==> src/rtl/cmd_decoder_pkg.sv <==
// Shared error codes, default command codes and FSM encoding for the command frame decoder.
// CMD_FRAME_CHECKSUM_EN adds the S_CSUM state.
package cmd_decoder_pkg;

    localparam logic [2:0] ERR_NONE         = 3'd0;
    localparam logic [2:0] ERR_BAD_CMD      = 3'd1;
    localparam logic [2:0] ERR_ADDR_TIMEOUT = 3'd2;
    localparam logic [2:0] ERR_DATA_TIMEOUT = 3'd3;
    localparam logic [2:0] ERR_CHECKSUM     = 3'd4;

    localparam logic [7:0] CMD_WRITE_DEFAULT = 8'h00;
    localparam logic [7:0] CMD_READ_DEFAULT  = 8'h01;

    // Wide enough for up to 8 data bytes per frame.
    localparam int unsigned BYTE_CNT_W = 3;

    typedef enum logic [1:0] {
        S_IDLE,
        S_ADDR,
        S_DATA
`ifdef CMD_FRAME_CHECKSUM_EN
        ,
        S_CSUM
`endif
    } state_e;

    function automatic logic is_frame_cmd(input logic [7:0] b, input logic [7:0] wr_code,
                                          input logic [7:0] rd_code);
        return (b == wr_code) || (b == rd_code);
    endfunction

endpackage

==> src/rtl/cmd_timeout_timer.sv <==
// Idle-cycle watchdog: counts enabled cycles since the last clear and flags expiry
// on the TIMEOUT_CYCLES-th one.
module cmd_timeout_timer #(
    parameter int unsigned TIMEOUT_CYCLES = 300
) (
    input  logic clock,
    input  logic reset,
    input  logic clear,
    input  logic enable,
    output logic expire
);

    localparam int unsigned CNT_W = $clog2(TIMEOUT_CYCLES + 1);
    localparam logic [CNT_W-1:0] LAST = CNT_W'(TIMEOUT_CYCLES - 1);

    logic [CNT_W-1:0] count_q, count_d;

    assign expire = enable && (count_q == LAST);

    always_comb begin
        count_d = count_q;
        if (clear) begin
            count_d = '0;
        end else if (enable && !expire) begin
            count_d = count_q + CNT_W'(1);
        end
    end

    always_ff @(posedge clock or posedge reset) begin
        if (reset) begin
            count_q <= '0;
        end else begin
            count_q <= count_d;
        end
    end

endmodule

==> src/rtl/cmd_frame_decoder.sv <==
// Assembles a byte stream into CMD/ADDR/DATA command frames with per-byte timeout.
// Define CMD_FRAME_CHECKSUM_EN to require a trailing XOR checksum byte.
module cmd_frame_decoder
    import cmd_decoder_pkg::*;
#(
    parameter int unsigned ADDR_BYTES     = 2,
    parameter int unsigned ADDR_WIDTH     = 15,
    parameter int unsigned DATA_BYTES     = 4,
    parameter int unsigned TIMEOUT_CYCLES = 300,
    parameter logic [7:0]  CMD_WRITE      = CMD_WRITE_DEFAULT,
    parameter logic [7:0]  CMD_READ       = CMD_READ_DEFAULT
) (
    input  logic                    clock,
    input  logic                    reset,
    input  logic [7:0]              i_byte,
    input  logic                    i_byte_valid,
    output logic [7:0]              o_command,
    output logic [ADDR_WIDTH-1:0]   o_address,
    output logic [8*DATA_BYTES-1:0] o_data,
    output logic                    o_readwrite,
    output logic                    o_done,
    output logic [2:0]              o_error,
    output logic                    o_busy
);

    localparam logic [BYTE_CNT_W-1:0] ADDR_LAST = BYTE_CNT_W'(ADDR_BYTES - 1);
    localparam logic [BYTE_CNT_W-1:0] DATA_LAST = BYTE_CNT_W'(DATA_BYTES - 1);

    state_e                  state_q, state_d;
    logic [BYTE_CNT_W-1:0]   cnt_q, cnt_d;
    logic [7:0]              command_q, command_d;
    logic [ADDR_WIDTH-1:0]   addr_q, addr_d;
    logic [8*DATA_BYTES-1:0] data_q, data_d;
    logic                    rw_q, rw_d;
    logic                    done_q, done_d;
    logic [2:0]              error_q, error_d;
`ifdef CMD_FRAME_CHECKSUM_EN
    logic [7:0]              csum_q, csum_d;
`endif

    logic busy;
    logic timer_clear;
    logic expire;

    assign busy        = (state_q != S_IDLE);
    assign timer_clear = i_byte_valid || !busy;

    cmd_timeout_timer #(
        .TIMEOUT_CYCLES(TIMEOUT_CYCLES)
    ) u_timer (
        .clock (clock),
        .reset (reset),
        .clear (timer_clear),
        .enable(busy),
        .expire(expire)
    );

    always_comb begin
        state_d   = state_q;
        cnt_d     = cnt_q;
        command_d = command_q;
        addr_d    = addr_q;
        data_d    = data_q;
        rw_d      = rw_q;
        done_d    = 1'b0;
        error_d   = error_q;
`ifdef CMD_FRAME_CHECKSUM_EN
        csum_d    = csum_q;
`endif
        case (state_q)
            S_IDLE: begin
                if (i_byte_valid) begin
                    command_d = i_byte;
                    rw_d      = (i_byte == CMD_READ);
                    if (is_frame_cmd(i_byte, CMD_WRITE, CMD_READ)) begin
                        state_d = S_ADDR;
                        cnt_d   = '0;
                        error_d = ERR_NONE;
                        data_d  = '0;
`ifdef CMD_FRAME_CHECKSUM_EN
                        csum_d  = i_byte;
`endif
                    end else begin
                        done_d  = 1'b1;
                        error_d = ERR_BAD_CMD;
                    end
                end
            end
            S_ADDR: begin
                if (i_byte_valid) begin
                    // Address bits beyond ADDR_WIDTH are never stored.
                    for (int i = 0; i < ADDR_WIDTH; i++) begin
                        if (cnt_q == BYTE_CNT_W'(i / 8)) addr_d[i] = i_byte[i % 8];
                    end
`ifdef CMD_FRAME_CHECKSUM_EN
                    csum_d = csum_q ^ i_byte;
`endif
                    if (cnt_q == ADDR_LAST) begin
                        cnt_d = '0;
                        if (!rw_q) begin
                            state_d = S_DATA;
                        end else begin
`ifdef CMD_FRAME_CHECKSUM_EN
                            state_d = S_CSUM;
`else
                            state_d = S_IDLE;
                            done_d  = 1'b1;
`endif
                        end
                    end else begin
                        cnt_d = cnt_q + BYTE_CNT_W'(1);
                    end
                end else if (expire) begin
                    state_d = S_IDLE;
                    done_d  = 1'b1;
                    error_d = ERR_ADDR_TIMEOUT;
                end
            end
            S_DATA: begin
                if (i_byte_valid) begin
                    for (int i = 0; i < 8 * DATA_BYTES; i++) begin
                        if (cnt_q == BYTE_CNT_W'(i / 8)) data_d[i] = i_byte[i % 8];
                    end
`ifdef CMD_FRAME_CHECKSUM_EN
                    csum_d = csum_q ^ i_byte;
`endif
                    if (cnt_q == DATA_LAST) begin
                        cnt_d = '0;
`ifdef CMD_FRAME_CHECKSUM_EN
                        state_d = S_CSUM;
`else
                        state_d = S_IDLE;
                        done_d  = 1'b1;
`endif
                    end else begin
                        cnt_d = cnt_q + BYTE_CNT_W'(1);
                    end
                end else if (expire) begin
                    state_d = S_IDLE;
                    done_d  = 1'b1;
                    error_d = ERR_DATA_TIMEOUT;
                end
            end
`ifdef CMD_FRAME_CHECKSUM_EN
            S_CSUM: begin
                if (i_byte_valid) begin
                    state_d = S_IDLE;
                    done_d  = 1'b1;
                    error_d = (i_byte == csum_q) ? ERR_NONE : ERR_CHECKSUM;
                end else if (expire) begin
                    state_d = S_IDLE;
                    done_d  = 1'b1;
                    error_d = ERR_DATA_TIMEOUT;
                end
            end
`endif
            default: state_d = S_IDLE;
        endcase
    end

    always_ff @(posedge clock or posedge reset) begin
        if (reset) begin
            state_q   <= S_IDLE;
            cnt_q     <= '0;
            command_q <= '0;
            addr_q    <= '0;
            data_q    <= '0;
            rw_q      <= 1'b0;
            done_q    <= 1'b0;
            error_q   <= ERR_NONE;
`ifdef CMD_FRAME_CHECKSUM_EN
            csum_q    <= '0;
`endif
        end else begin
            state_q   <= state_d;
            cnt_q     <= cnt_d;
            command_q <= command_d;
            addr_q    <= addr_d;
            data_q    <= data_d;
            rw_q      <= rw_d;
            done_q    <= done_d;
            error_q   <= error_d;
`ifdef CMD_FRAME_CHECKSUM_EN
            csum_q    <= csum_d;
`endif
        end
    end

    assign o_command   = command_q;
    assign o_address   = addr_q;
    assign o_data      = data_q;
    assign o_readwrite = rw_q;
    assign o_done      = done_q;
    assign o_error     = error_q;
    assign o_busy      = busy;

endmodule
==> config.mk <==
export PLATFORM = sky130hd
export DESIGN_NAME = cmd_frame_decoder
export DESIGN_NICKNAME = d
export VERILOG_FILES = /design/src/rtl/cmd_decoder_pkg.sv /design/src/rtl/cmd_timeout_timer.sv /design/src/rtl/cmd_frame_decoder.sv
export SDC_FILE = /design/constraint.sdc
export NUM_CORES = 1
export LEC_CHECK = 0
export BUFFER_PORTS_ARGS = -buffer_cell sky130_fd_sc_hd__buf_2
export CAP_MARGIN = 5
export CORE_MARGIN = 10
export CORE_UTILIZATION = 40
export DETAILED_ROUTE_END_ITERATION = 7
export PLACE_DENSITY_LB_ADDON = 0.3
export SYNTH_ARGS = -nofsm -noshare
export SYNTH_HDL_FRONTEND = slang
export SYNTH_SLANG_ARGS = --single-unit
==> constraint.sdc <==
create_clock -name clock -period 4.54 [get_ports clock]
set_input_delay 0.227 -clock clock [delete_from_list [all_inputs] [get_ports clock]]
set_output_delay 0.227 -clock clock [all_outputs]
set_load 0.1 [all_outputs]
==> out/qor.csv <==
metric,value,unit
Fmax achieved,0.454,GHz
die area,0.0125,mm2
Synth Area per Inst,12.3,um2
first-pass GRT wire length,12800,um
ANT nets after route,0,
worst slew pin tran,757,ps
initial core utilization,41.0,%
Final WS setup,2340,ps
CTS buffer count,9,
Post-Synthesis Cells,273,
Row Count,33,
drt drc,0,
cts hold-fix bufs,1,
#FFs+latches synth,73,
GRT overflow,0,
status,finished clean,
number of global-route vias before repair,2409,
Chip Height,112,um
"Area growth, synth to finish",18.9,%
pre-CTS setup slack,2360,ps
largest net degree at the start of global routing,63,
Die Width,112,um
clock skew,6.94,ps
DRT iter0 DRCs,154,
Final Hold Fails,0,
Setup TNS,0,ps
overall power,2.57,mW
Worst Hold Class,in2reg,
detailed placement HPWL,5740,um
fin crit share,48.5,%
Tmin final,2200,ps
post-synth cell types,45,
core area,0.00822,mm2
Slew headroom,49.5,%
Post-Syn Nets,295,
power per cell area,642,mW/mm2
PortBufs,70,
worst-skew pair later-pin latency,340,ps
nature of the critical path startpoint,register,
drt wl/cell,16.9,um
post-CTS sizing,0,
required time of the critical path,4770,ps
TritonRoute pass-1 iters,4,
Maximum Capacitance Violations,0,
vias,2293,
CP Class,reg2reg,
CTS H-tree lvls,3,
cell area after synthesis,0.00337,mm2
Max VDD drop,437,uV
CP arrival,2430,ps
Leakage,2.10,nW
main flop type after synthesis,dfrtp_1,
number of synthesized flops with an enable pin,0,
routed wire length,7720,um
post-CTS setup buffers,0,
CTS tree,done,
post-synthesis sequential area ratio,54.3,%
antenna violations before repair,0,
Util after Layout,48.7,%
filler instances,752,
Antenna Diode Count,0,
vias per cell,5.03,
Clock transition at path regs,80,ps
layout net count,368,
share of post-route cells with drive strength above 1,42.5,%
synth warn,0,
clk sink count,73,
all-layer global routing usage,12.5,%
worst-path fanout max,18,
clk root buf,clkbuf_8,
RSZ-0062 raised after global routing,false,
global placement routability congestion,0.850,
Setup Viol. Count Final,0,
Clock Tree Buf Depth,2,
ys async rst share,100,%
Worst setup EP type,register,
total I/O pin count,72,
Final Max Tran Viols,0,
-- metal layers --
metal | vias to the layer above | share of wire [%] | track usage, %
li1 | 1087 | - | -
met1 | 1138 | 46 | 15.8
met2 | 60 | 48 | 19.8
met3 | 8 | 5.5 | 3.81
met4 | 0 | 1.3 | 4.37
met5 | - | 0 | 0
-- synthesized netlist by cell type, types with 4 or more instances --
cell,number,area share (%)
clkbuf_1,7,0.78
nand3_1,4,0.59
inv_1,12,1.3
xor2_1,7,1.8
nor2_1,14,1.6
mux2i_1,4,1.2
mux2_2,44,15
o21ai_0,5,0.74
nand2_1,31,3.5
and2_1,7,1.3
ha_1,11,4.1
mux2_4,8,3.6
dfrtp_1,73,54
-- kinds of logic after synthesis --
logic type	share of synthesized area (%)
other cells	0.111
fa+ha+maj	4.09
flops	54.3
simple gates	12.9
buf+inv	2.83
compound gates	4.46
xor+xnor	1.82
mux	19.5
-- cell usage in the layout (no fill, tap or decap), drive strengths merged, types with 7 or more instances in the layout --
cell	Yosys	routed
mux2	52	52
buf	3	71
dfrtp	73	73
xor2	7	7
ha	11	11
nand2	31	31
nor2	14	14
and2	9	9
inv	12	12
clkbuf	7	11
-- power breakdown --
group          internal (mW)  switching (mW)
logic                  0.265           0.995
clock network          0.253           0.234
registers              0.757          0.0638
total                   1.28            1.29
-- final cells by class --
| type | count | area [um2] | area share, % |
|---|---|---|---|
| sequential | 73 | 1830 | 45.6 |
| inverter | 12 | 45.0 | 1.13 |
| multi-input combinational | 178 | 1440 | 36.1 |
| clock inverter | 5 | 56.3 | 1.41 |
| clock buffer | 11 | 131 | 3.28 |
| tap | 105 | 131 | 3.28 |
| timing repair buffer | 72 | 368 | 9.19 |
-- sequential cells by signal, summed over array words and instances (netlist names) --
signal	flops
o_command	8
u_timer.count_q	9
o_data	32
cnt_q	3
o_address	15
o_done	1
o_error	2
state_q	2
o_readwrite	1
-- worst paths after layout --
kind	start	slack, ps	cells after the start	endpoint
setup / recovery	state_q[0]	2340	5	o_data[23]
hold / removal	i_byte[6]	160	3	o_address[14]
setup reg to reg	state_q[0]	2340	5	o_data[23]
hold reg to reg	o_address[13]	480	2	o_address[13]
max in group asynchronous	reset	3170	4	o_address[3]
min in group asynchronous	reset	350	3	o_data[14]
-- worst max-delay path, stage by stage, from the launching register on --
cell	delay, ps
dfrtp_1	410
inv_1	90
ha_1	460
a31oi_1	190
nor3_2	530
mux2_2	410
-- per-stage QoR --
stage	hold slack, ps	instances	cell area, um2
final	164	456	4000
after global routing	156	456	4000
after CTS	146	456	4000
after detailed placement	169	439	3800
after global placement	163	439	3800
after floorplan	332	273	3370
Note: power is estimated with default switching activity, not from simulation.
